## src/rtl/sample_framer_pkg.sv

```systemverilog
// rtl/sample_framer_pkg.sv - shared types and default parameters for the sample framer
// Contents: state_t (IDLE, STREAM, WAIT_DONE); DEF_WIDTH, DEF_DEPTH, DEF_FRAME_LEN defaults.
package sample_framer_pkg;

  localparam int DEF_WIDTH     = 8;
  localparam int DEF_DEPTH     = 8;
  localparam int DEF_FRAME_LEN = 20;

  typedef enum logic [1:0] {
    IDLE      = 2'd0,
    STREAM    = 2'd1,
    WAIT_DONE = 2'd2
  } state_t;

endpackage

```

## src/rtl/sample_framer_if.sv

```systemverilog
// rtl/sample_framer_if.sv - sample stream bundle between upstream source, framer and downstream sink
// Signals: in_data/in_valid/in_ready (upstream push side), out_data/valid_signal (downstream side).
// Modports: master = testbench/upstream driver, slave = framer.
interface sample_framer_if
  import sample_framer_pkg::*;
#(
  parameter int WIDTH = DEF_WIDTH
) ();

  logic [WIDTH-1:0] in_data;
  logic             in_valid;
  logic             in_ready;
  logic [WIDTH-1:0] out_data;
  logic             valid_signal;

  modport master (
    output in_data,
    output in_valid,
    input  in_ready,
    input  out_data,
    input  valid_signal
  );

  modport slave (
    input  in_data,
    input  in_valid,
    output in_ready,
    output out_data,
    output valid_signal
  );

endinterface

```

## src/rtl/sample_framer_sync_fifo.sv

```systemverilog
// rtl/sample_framer_sync_fifo.sv - DEPTH-entry synchronous FIFO with occupancy count
// Ports: clock, reset (sync, active-high), push/push_data, pop/pop_data (show-ahead), count (0..DEPTH).
module sync_fifo
  import sample_framer_pkg::*;
#(
  parameter int WIDTH = DEF_WIDTH,
  parameter int DEPTH = DEF_DEPTH
) (
  input  logic                       clock,
  input  logic                       reset,
  input  logic                       push,
  input  logic [WIDTH-1:0]           push_data,
  input  logic                       pop,
  output logic [WIDTH-1:0]           pop_data,
  output logic [$clog2(DEPTH):0]     count
);

  localparam int AW = $clog2(DEPTH);
  localparam int CW = AW + 1;

  logic [WIDTH-1:0] mem [DEPTH];
  logic [AW-1:0]    wr_ptr;
  logic [AW-1:0]    rd_ptr;
  logic             do_push;
  logic             do_pop;

  // Gating on the registered count means a push into an empty FIFO is not
  // visible to a pop in the same cycle; the entry becomes poppable next cycle.
  assign do_push  = push && (count != CW'(DEPTH));
  assign do_pop   = pop && (count != '0);
  assign pop_data = mem[rd_ptr];

  always_ff @(posedge clock) begin
    if (do_push) begin
      mem[wr_ptr] <= push_data;
    end
  end

  // DEPTH is a power of two, so the pointers wrap by natural overflow.
  always_ff @(posedge clock) begin
    if (reset) begin
      wr_ptr <= '0;
      rd_ptr <= '0;
      count  <= '0;
    end else begin
      if (do_push) begin
        wr_ptr <= wr_ptr + AW'(1);
      end
      if (do_pop) begin
        rd_ptr <= rd_ptr + AW'(1);
      end
      case ({do_push, do_pop})
        2'b10:   count <= count + CW'(1);
        2'b01:   count <= count - CW'(1);
        default: count <= count;
      endcase
    end
  end

endmodule

```

## src/rtl/sample_framer.sv

```systemverilog
// rtl/sample_framer.sv - buffers upstream samples and issues FRAME_LEN-sample frames on start
// Ports: clock, reset (sync, active-high), bus (sample_framer_if.slave: in_data/in_valid/in_ready,
//   out_data/valid_signal), start, done_signal, frame_done, busy.
// Option: SAMPLE_FRAMER_STATS_EN adds frame_cnt (wrapping) and drop_cnt (saturating) outputs.
module sample_framer
  import sample_framer_pkg::*;
#(
  parameter int WIDTH     = DEF_WIDTH,
  parameter int DEPTH     = DEF_DEPTH,
  parameter int FRAME_LEN = DEF_FRAME_LEN
) (
  input  logic            clock,
  input  logic            reset,
  sample_framer_if.slave  bus,
  input  logic            start,
  input  logic            done_signal,
  output logic            frame_done,
  output logic            busy
`ifdef SAMPLE_FRAMER_STATS_EN
  ,
  output logic [7:0]      frame_cnt,
  output logic [7:0]      drop_cnt
`endif
);

  localparam int              CW       = $clog2(DEPTH) + 1;
  localparam logic [4:0]      LAST_IDX = 5'(FRAME_LEN - 1);
  localparam logic [CW-1:0]   FULL_CNT = CW'(DEPTH);

  state_t           state;
  logic [4:0]       sample_cnt;
  logic [WIDTH-1:0] out_data_q;
  logic             valid_q;

  logic [CW-1:0]    fifo_count;
  logic [WIDTH-1:0] pop_data;
  logic             fifo_empty;
  logic             fifo_full;
  logic             push;
  logic             pop;

  assign fifo_empty       = (fifo_count == '0);
  assign fifo_full        = (fifo_count == FULL_CNT);
  assign bus.in_ready     = !fifo_full;
  assign push             = bus.in_valid && !fifo_full;
  assign pop              = (state == STREAM) && !fifo_empty;
  assign bus.out_data     = out_data_q;
  assign bus.valid_signal = valid_q;

  sync_fifo #(
    .WIDTH (WIDTH),
    .DEPTH (DEPTH)
  ) u_fifo (
    .clock     (clock),
    .reset     (reset),
    .push      (push),
    .push_data (bus.in_data),
    .pop       (pop),
    .pop_data  (pop_data),
    .count     (fifo_count)
  );

  always_ff @(posedge clock) begin
    if (reset) begin
      state      <= IDLE;
      sample_cnt <= '0;
      out_data_q <= '0;
      valid_q    <= 1'b0;
      frame_done <= 1'b0;
      busy       <= 1'b0;
    end else begin
      valid_q    <= 1'b0;
      frame_done <= 1'b0;
      case (state)
        IDLE: begin
          if (start) begin
            state <= STREAM;
            busy  <= 1'b1;
          end
        end
        STREAM: begin
          // out_data holds its last value across empty-FIFO gaps.
          if (pop) begin
            out_data_q <= pop_data;
            valid_q    <= 1'b1;
            if (sample_cnt == LAST_IDX) begin
              sample_cnt <= '0;
              state      <= WAIT_DONE;
            end else begin
              sample_cnt <= sample_cnt + 5'd1;
            end
          end
        end
        WAIT_DONE: begin
          if (done_signal) begin
            state      <= IDLE;
            frame_done <= 1'b1;
            busy       <= 1'b0;
          end
        end
        default: begin
          state <= IDLE;
          busy  <= 1'b0;
        end
      endcase
    end
  end

`ifdef SAMPLE_FRAMER_STATS_EN
  always_ff @(posedge clock) begin
    if (reset) begin
      frame_cnt <= '0;
      drop_cnt  <= '0;
    end else begin
      if (state == WAIT_DONE && done_signal) begin
        frame_cnt <= frame_cnt + 8'd1;
      end
      if (bus.in_valid && fifo_full && drop_cnt != 8'hFF) begin
        drop_cnt <= drop_cnt + 8'd1;
      end
    end
  end
`endif

endmodule

```

## src/flat_wrapper.sv

```systemverilog
// flat-port wrapper written by rule: the top's interface ports become plain ports
module sample_framer_flat import sample_framer_pkg::*;
#(
  parameter int WIDTH     = DEF_WIDTH,
  parameter int DEPTH     = DEF_DEPTH,
  parameter int FRAME_LEN = DEF_FRAME_LEN
)
  (clock, reset, start, done_signal, frame_done, busy, bus_in_data, bus_in_valid, bus_in_ready, bus_out_data, bus_valid_signal);
  sample_framer_if #(.WIDTH(WIDTH)) bus_i ();
  input  logic clock;
  input  logic reset;
  input  logic start;
  input  logic done_signal;
  output logic frame_done;
  output logic busy;
  input wire logic [$bits(bus_i.in_data)-1:0] bus_in_data;
  input wire logic [$bits(bus_i.in_valid)-1:0] bus_in_valid;
  output wire logic [$bits(bus_i.in_ready)-1:0] bus_in_ready;
  output wire logic [$bits(bus_i.out_data)-1:0] bus_out_data;
  output wire logic [$bits(bus_i.valid_signal)-1:0] bus_valid_signal;
  assign bus_i.in_data = bus_in_data;
  assign bus_i.in_valid = bus_in_valid;
  assign bus_in_ready = bus_i.in_ready;
  assign bus_out_data = bus_i.out_data;
  assign bus_valid_signal = bus_i.valid_signal;
  sample_framer #(.WIDTH(WIDTH), .DEPTH(DEPTH), .FRAME_LEN(FRAME_LEN)) u_core (.clock(clock), .reset(reset), .bus(bus_i), .start(start), .done_signal(done_signal), .frame_done(frame_done), .busy(busy));
endmodule
```

## config.mk

```make
export PLATFORM = sky130hd
export DESIGN_NAME = sample_framer_flat
export DESIGN_NICKNAME = d
export VERILOG_FILES = /design/src/rtl/sample_framer_pkg.sv /design/src/rtl/sample_framer_if.sv /design/src/rtl/sample_framer_sync_fifo.sv /design/src/rtl/sample_framer.sv /design/src/flat_wrapper.sv
export SDC_FILE = /design/constraint.sdc
export NUM_CORES = 1
export LEC_CHECK = 0
export ABC_CLOCK_PERIOD_IN_PS = 3150
export CORE_MARGIN = 2
export CORE_UTILIZATION = 50
export DETAILED_ROUTE_END_ITERATION = 10
export PLACE_DENSITY = 0.69
export SKIP_LAST_GASP = 1
export SLEW_MARGIN = 20
export SYNTH_ARGS = -nofsm -noshare
export SYNTH_HDL_FRONTEND = slang
export SYNTH_SLANG_ARGS = --single-unit
```

## constraint.sdc

```tcl
create_clock -name clock -period 3.15 [get_ports clock]
set_input_delay 0.4725 -clock clock [delete_from_list [all_inputs] [get_ports clock]]
set_output_delay 0.4725 -clock clock [all_outputs]
set_load 0.005 [all_outputs]
```

==> results of run 1 <==
-- routing by layer --
metal / track usage [%] / share of wire [%] / vias to the layer above
met1: 24.27 / 46 / 1010
met4: 6.154 / 1.3 / 0
met5: 0 / 0 / -
li1: - / - / 972
met3: 3.269 / 4.0 / 9
met2: 27.94 / 49 / 34
-- sequential cells by signal, summed over array words and instances, names as in the netlist --
name / cells
u_core.busy: 1
u_core.sample_cnt: 5
u_core.bus.valid_signal: 1
u_core.u_fifo.count: 4
u_core.u_fifo.rd_ptr: 3
u_core.bus.out_data: 8
u_core.u_fifo.wr_ptr: 3
u_core.frame_done: 1
u_core.state: 2
u_core.u_fifo.mem: 64
-- metrics by stage --
| stage | setup slack [ns] | power [W] | area (sq um) | std cells | util, % |
|---|---|---|---|---|---|
| 3_3_place_gp | 0.5421 | 0.002070 | 4076 | 357 | 56.50 |
| 2_1_floorplan | 0.6854 | 0.001913 | 3712 | 237 | - |
| 6_report | 0.4888 | 0.002801 | 4273 | 373 | 59.23 |
| 5_1_grt | 0.1782 | 0.002949 | 4273 | 373 | 59.23 |
| 3_5_place_dp | 0.4592 | 0.002080 | 4076 | 357 | 56.50 |
| 4_1_cts | 0.4179 | 0.002836 | 4273 | 373 | 59.23 |
-- synthesized netlist by cell type (all sizes together) --
cell,number
edfxtp,64
dfxtp,28
nor2,28
mux4,16
nor3,16
nand3,8
o22ai,8
buf,7
xor2,7
a21oi,6
clkbuf,6
ha,6
nand2,6
o21ai,6
xnor2,4
nand2b,2
nor2b,2
nor4,2
nor4b,2
or3,2
a21o,1
a22oi,1
inv,1
mux2,1
mux2i,1
nand4bb,1
nor4bb,1
o31ai,1
o41a,1
o41ai,1
or4b,1
-- cell usage in the layout, fill, tap and decap left out, drive strengths merged, types with 8 or more instances in the layout --
cell type and n:
o22ai 8, mux4 16, dfxtp 28, clkdlybuf4s50 24, buf 10, nor3 16
nor2 28, clkbuf 12, edfxtp 64, nand3 8
-- worst max-delay path by stage --
stage | from | to | slack [ns] | depth (start not counted)
2_1_floorplan | u_core.u_fifo.count[1]$_SDFFE_PP0P_ | u_core.u_fifo.count[3]$_SDFFE_PP0P_ | 0.69 | 10
3_3_place_gp | u_core.u_fifo.count[1]$_SDFFE_PP0P_ | u_core.u_fifo.count[2]$_SDFFE_PP0P_ | 0.54 | 9
3_5_place_dp | u_core.u_fifo.count[1]$_SDFFE_PP0P_ | u_core.u_fifo.count[2]$_SDFFE_PP0P_ | 0.46 | 9
4_1_cts | u_core.u_fifo.count[1]$_SDFFE_PP0P_ | u_core.u_fifo.count[2]$_SDFFE_PP0P_ | 0.42 | 9
5_1_grt | u_core.u_fifo.count[0]$_SDFFE_PP0P_ | u_core.u_fifo.count[3]$_SDFFE_PP0P_ | 0.18 | 7
6_report | u_core.u_fifo.count[1]$_SDFFE_PP0P_ | u_core.u_fifo.count[2]$_SDFFE_PP0P_ | 0.49 | 9
-- worst min-delay path: stages (launching register included) --
cell,delay (ns)
dfxtp_1,0.33
o21ai_0,0.08
a21oi_1,0.06
-- cells by family after synthesis --
family | share of synthesized area (%)
adder cells (fa/ha/maj) | 2.022
flip-flops | 66.87
AND/OR/NAND/NOR | 11.06
buffers and inverters | 2.291
XOR/XNOR | 2.595
multiplexers | 10.28
AO/OA/AOI/OAI | 4.887
-- layout make-up --
type | count | area (sq um)
repair buffers | 34 | 315.3
inverters | 1 | 3.754
clock buffers | 12 | 166.4
fillers | 590 | 2942
clock inverters | 4 | 30.03
flip-flops and latches | 92 | 2482
multi-input cells | 131 | 1151
well taps | 99 | 123.9
-- power breakdown --
part | switching [W] | internal, W
sequential | 0.0000871 | 0.00139
combinational | 0.000271 | 0.000292
clock | 0.000400 | 0.000360
==> flow_summary_export.csv, run 1 <==
group,metric,value,unit
run_status,outcome,"finished clean",
final_layout,drive_above_1_share,20.80,%
timing,fin_crit_sh,84.48,%
detailed_routing,first_pass_iters,7,
detailed_routing,ant_nets,0,
timing,hold-worst-slack,0.5119,ns
setup_path,worstRegToRegCells,9,
logic_synthesis,syn-num-nets,256,
setup_path,timing.rr.start,"u_core.u_fifo.count[1]$_SDFFE_PP0P_",
clock_tree,cts_buffers,9,
clock_tree,clk_path_buf_depth,2,
clock_tree,cts_sinks,92,
timing,final_hold_viol_count,0,
placement,numPortBuffers,24,
logic_synthesis,yosysSeqAreaShare,66.87,%
setup_path,cp_max_fo,14,
setup_path,worst-setup-path-type,"flip-flop to flip-flop",
power_and_ir_drop,ir_worst_vdd,402.7,uV
logic_synthesis,synth_area_leaders,"edfxtp_1 (52%), dfxtp_1 (15%), mux4_2 (9.7%), nor2_1 (2.7%), nor3_2 (2.2%)",
global_route,grt-ovfl-total,0,
run,max_cap_viol_count,0,
setup_path,crit_family,"simple AND/OR/NAND/NOR gates",
detailed_routing,drcViolationCount,0,
hold_path,hp-class,"flip-flop to flip-flop",
logic_synthesis,synth-seq-cells,92,
logic_synthesis,synth.avg_cell_area,15.66,sq um
setup_path,path_buf_inv,0,
die,io_pins,25,
setup_path,r2r_slack,0.49,ns
die,die_w,90.17,um
timing,fmax,0.3758,GHz
timing,slew_headroom,40.06,%
timing,fin_crit,2.661,ns
timing,setup_viol,0,
global_route,grt_pass1_vias,1959,
placement,globalplace.congestion,0.7831,
global_route,track_usage,17.47,%
global_route,grt_pass1_wl,10750,um
logic_synthesis,syn-instance-count,237,
timing,fin_skew,0.009081,ns
hold_path,hold_depth,2,
logic_synthesis,synth_top_area_share,51.77,%
clock_tree,cts_setup_buffers,0,
clock_tree,htreeDepth,3,
clock_tree,cts_repair_resize_count,0,
detailed_routing,routed_wl,6668,um
die,rows,31,
setup_path,crit_required,3.41,ns
setup_path,timing.rr.end,"u_core.u_fifo.count[2]$_SDFFE_PP0P_",
power_and_ir_drop,p_leak,1.400,nW
die,start_util,51.46,%
final_layout,area_delta_synth_final,15.10,%
timing,tightestPinTransition,0.8978,ns
clock_tree,clk_pin_slew_worst_paths,0.08,ns
timing,drv_slew,0,
clock_tree,clock_latency,0.35,ns
final_layout,final_net_count,288,
setup_path,slowest_delay,0.53,ns
logic_synthesis,yosysWarnings,0,
logic_synthesis,syn-cell-area,0.003712,sq mm
die,die-height,90.17,um
global_route,grt_max_degree,21,
setup_path,crit_path_top_delay_cell,"nor2_2",
setup_path,crit_chain,"o41ai_4, nor2_2, ha_1, xor2_1, ha_1, a21oi_1, xor2_1, or3_1, a21oi_1",
die,die_area,0.008130,sq mm
clock_tree,clock-root-buffer,"clkbuf_8",
detailed_routing,vias,2025,
detailed_routing,drtIter0Drc,129,
logic_synthesis,synth_cell_types,41,
hold_path,min_to,"u_core.sample_cnt[1]$_SDFFE_PP0P_",
timing,fin_setup_tns,0,ns
detailed_routing,viasPerCell,5.429,
clock_tree,cts_tree,"built",
setup_path,worstPathArrival,2.92,ns
global_route,antenna_found_initial,0,
logic_synthesis,synth_top_area_cell,"edfxtp_1",
setup_path,start_kind,"flip-flop",
clock_tree,cts_hold_buf,0,
detailed_routing,routedWlPerCell,17.88,um
setup_path,end_kind,"flip-flop",
hold_path,min_from,"u_core.sample_cnt[1]$_SDFFE_PP0P_",
final_layout,antennaDiodeCount,0,
timing,grt_setup_unrepaired,"no",
power_and_ir_drop,power.density,655.4,mW/mm^2
placement,place_hpwl,4223,um
die,core_region_area,0.007214,sq mm
Note: power is estimated with default switching activity, not from simulation.
==> run 2: changes to the inputs <==
- ABC_CLOCK_PERIOD_IN_PS: 3150 -> 2350
- PLACE_DENSITY: 0.69 -> 0.72
- clock period: 3.15 -> 2.35 ns (I/O delays scaled with it)
==> run 2 against run 1 <==
- via count up 4.1%
- clock skew increased by 0.0023 ns
- first-iteration DRC count up 0.78%
- core utilization rose by 3.1 points
- fmax rose by 17%
- largest power group unchanged
==> flow_summary_export.csv, run 2 (synthesis gave the netlist of run 1 again) <==
group,metric,value,unit
setup_path,r2r_slack,0.08,ns
die,rows,31,
setup_path,worstPathArrival,2.55,ns
power_and_ir_drop,power.density,894.7,mW/mm^2
timing,drv_slew,0,
detailed_routing,ant_nets,0,
timing,setup_viol,0,
die,core_region_area,0.007214,sq mm
timing,hold-worst-slack,0.5076,ns
clock_tree,cts_tree,"built",
setup_path,path_buf_inv,1,
timing,setup_slack,0.08162,ns
timing,slew_headroom,70.13,%
clock_tree,clk_pin_slew_worst_paths,0.10,ns
clock_tree,cts_sinks,92,
timing,final_hold_viol_count,0,
die,die_area,0.008130,sq mm
setup_path,crit_chain,"buf_6, o41ai_4, nor2_4, ha_4, xor2_1, ha_2, a21oi_4, xor2_2, or3_1, a21oi_1",
clock_tree,cts_buffers,9,
power_and_ir_drop,p_leak,1.504,nW
die,io_pins,25,
setup_path,crit_path_top_delay_cell,"o41ai_4",
timing,fmax,0.4408,GHz
detailed_routing,drcViolationCount,0,
global_route,grt_pass1_wl,10830,um
detailed_routing,met3_length,231,um
detailed_routing,met1_length,3144,um
setup_path,start_kind,"flip-flop",
setup_path,timing.rr.start,"u_core.u_fifo.count[1]$_SDFFE_PP0P_",
final_layout,drive_above_1_share,29.11,%
hold_path,hp-class,"flip-flop to flip-flop",
detailed_routing,routed_wl,6727,um
clock_tree,clk_path_buf_depth,2,
setup_path,worstRegToRegCells,10,
final_layout,antennaDiodeCount,0,
detailed_routing,vias,2108,
die,start_util,51.46,%
clock_tree,clock-root-buffer,"clkbuf_8",
placement,globalplace.congestion,0.7153,
global_route,grt_pass1_vias,2065,
run,max_cap_viol_count,0,
detailed_routing,route.met2.wl,3261,um
global_route,antenna_found_initial,0,
clock_tree,cts_hold_buf,0,
timing,fin_setup_tns,0,ns
final_layout,final_net_count,306,
setup_path,cp_max_fo,8,
global_route,grt_max_degree,19,
setup_path,worst-setup-path-type,"flip-flop to flip-flop",
detailed_routing,first_pass_iters,4,
final_layout,final_core_util,62.30,%
placement,numPortBuffers,24,
run_status,outcome,"finished clean",
setup_path,slowest_delay,0.43,ns
setup_path,crit_required,2.63,ns
setup_path,path_depth,10,
detailed_routing,maxUsedRoutingLayer,"met4",
detailed_routing,drtIter0Drc,130,
final_layout,area_delta_synth_final,21.07,%
placement,place_ws,0.06741,ns
final_layout,largest-register,"u_core.u_fifo.mem",
clock_tree,clock_latency,0.36,ns
timing,fin_crit_sh,96.53,%
clock_tree,htreeDepth,3,
detailed_routing,viasPerCell,5.391,
placement,place_hpwl,4327,um
final_layout,fin_cells,391,
timing,fin_crit,2.268,ns
placement,place_inst,371,
final_layout,largest_reg_flops,64,
global_route,track_usage,17.58,%
power_and_ir_drop,ir_worst_vdd,466.5,uV
final_layout,layout.cells.most_common,"edfxtp_1",
setup_path,end_kind,"flip-flop",
die,die_w,90.17,um
global_route,grt-ovfl-total,0,
setup_path,endpoint,"u_core.u_fifo.count[2]$_SDFFE_PP0P_",
timing,fin_skew,0.01139,ns
setup_path,cp-startpoint,"u_core.u_fifo.count[1]$_SDFFE_PP0P_",
die,die-height,90.17,um
detailed_routing,routedWlPerCell,17.20,um
setup_path,crit_family,"compound AO/OA/AOI/OAI gates",
setup_path,timing.rr.end,"u_core.u_fifo.count[2]$_SDFFE_PP0P_",
timing,tightestPinTransition,0.4466,ns
final_layout,layout_common_cells,"edfxtp_1 (64), nor2_1 (27), buf_4 (27), dfxtp_1 (25), clkdlybuf4s50_1 (24)",
-- run 2: layer usage --
metal	GRT usage, %	vias to the layer above
met2	27.07	34
met3	4.778	8
li1	-	1003
met4	6.154	0
met1	24.38	1063
met5	0	-
-- run 2: worst min-delay path by stage --
stage	from	end	slack (ns)	cells after the start
detailed placement	u_core.bus.out_data[5]$_SDFFE_PP0P_	u_core.bus.out_data[5]$_SDFFE_PP0P_	0.49	2
global placement	u_core.busy$_SDFFE_PP0P_	u_core.busy$_SDFFE_PP0P_	0.48	2
floorplan	bus_in_data[0]	u_core.u_fifo.mem[0][0]$_DFFE_PP_	0.45	0
finish	u_core.sample_cnt[1]$_SDFFE_PP0P_	u_core.sample_cnt[1]$_SDFFE_PP0P_	0.51	2
CTS	u_core.sample_cnt[1]$_SDFFE_PP0P_	u_core.sample_cnt[1]$_SDFFE_PP0P_	0.51	2
global route	u_core.bus.out_data[2]$_SDFFE_PP0P_	u_core.bus.out_data[2]$_SDFFE_PP0P_	0.54	2
-- run 2: timing repair --
item                                    CTS  global route
cloned                                    0             0
pin swaps                                 0             7
endpoints found under the setup margin    1             2
gates resized for setup                   1            10
buffers inserted                          0             4
-- run 2: cell type report --
type | instances | area [sq um]
fillers | 550 | 2720
multi-input cells | 131 | 1206
inverters | 1 | 3.754
clock buffers | 9 | 123.9
well taps | 99 | 123.9
flip-flops and latches | 92 | 2489
clock inverters | 7 | 93.84
repair buffers | 52 | 454.2
-- run 2: worst reg2reg max path: stages, from the launching register on --
cell and delay, ns:
dfxtp_2 0.33, buf_6 0.14, o41ai_4 0.44, nor2_4 0.11
ha_4 0.18, xor2_1 0.16, ha_2 0.22, a21oi_4 0.04
xor2_2 0.17, or3_1 0.30, a21oi_1 0.11
-- run 2: stage by stage --
stage	instance area [sq um]	total power [W]
after detailed placement	4198	0.002869
after global placement	4198	0.002852
final	4494	0.004021
after global routing	4494	0.004221
after floorplan	3755	0.002605
after CTS	4419	0.003974
-- run 2: report_power, final --
group	switching [W]	internal, W	total, W	leakage [nW]
Sequential	0.0000700	0.00187	0.00194	0.811
Combinational	0.000462	0.000503	0.000965	0.586
Clock	0.000595	0.000520	0.00112	0.107
==> run 3: changes to the inputs <==
- CTS_CLUSTER_SIZE: unset -> 16
==> results of run 3 <==
Final layout, timing and power as in run 2 (identical DEF).
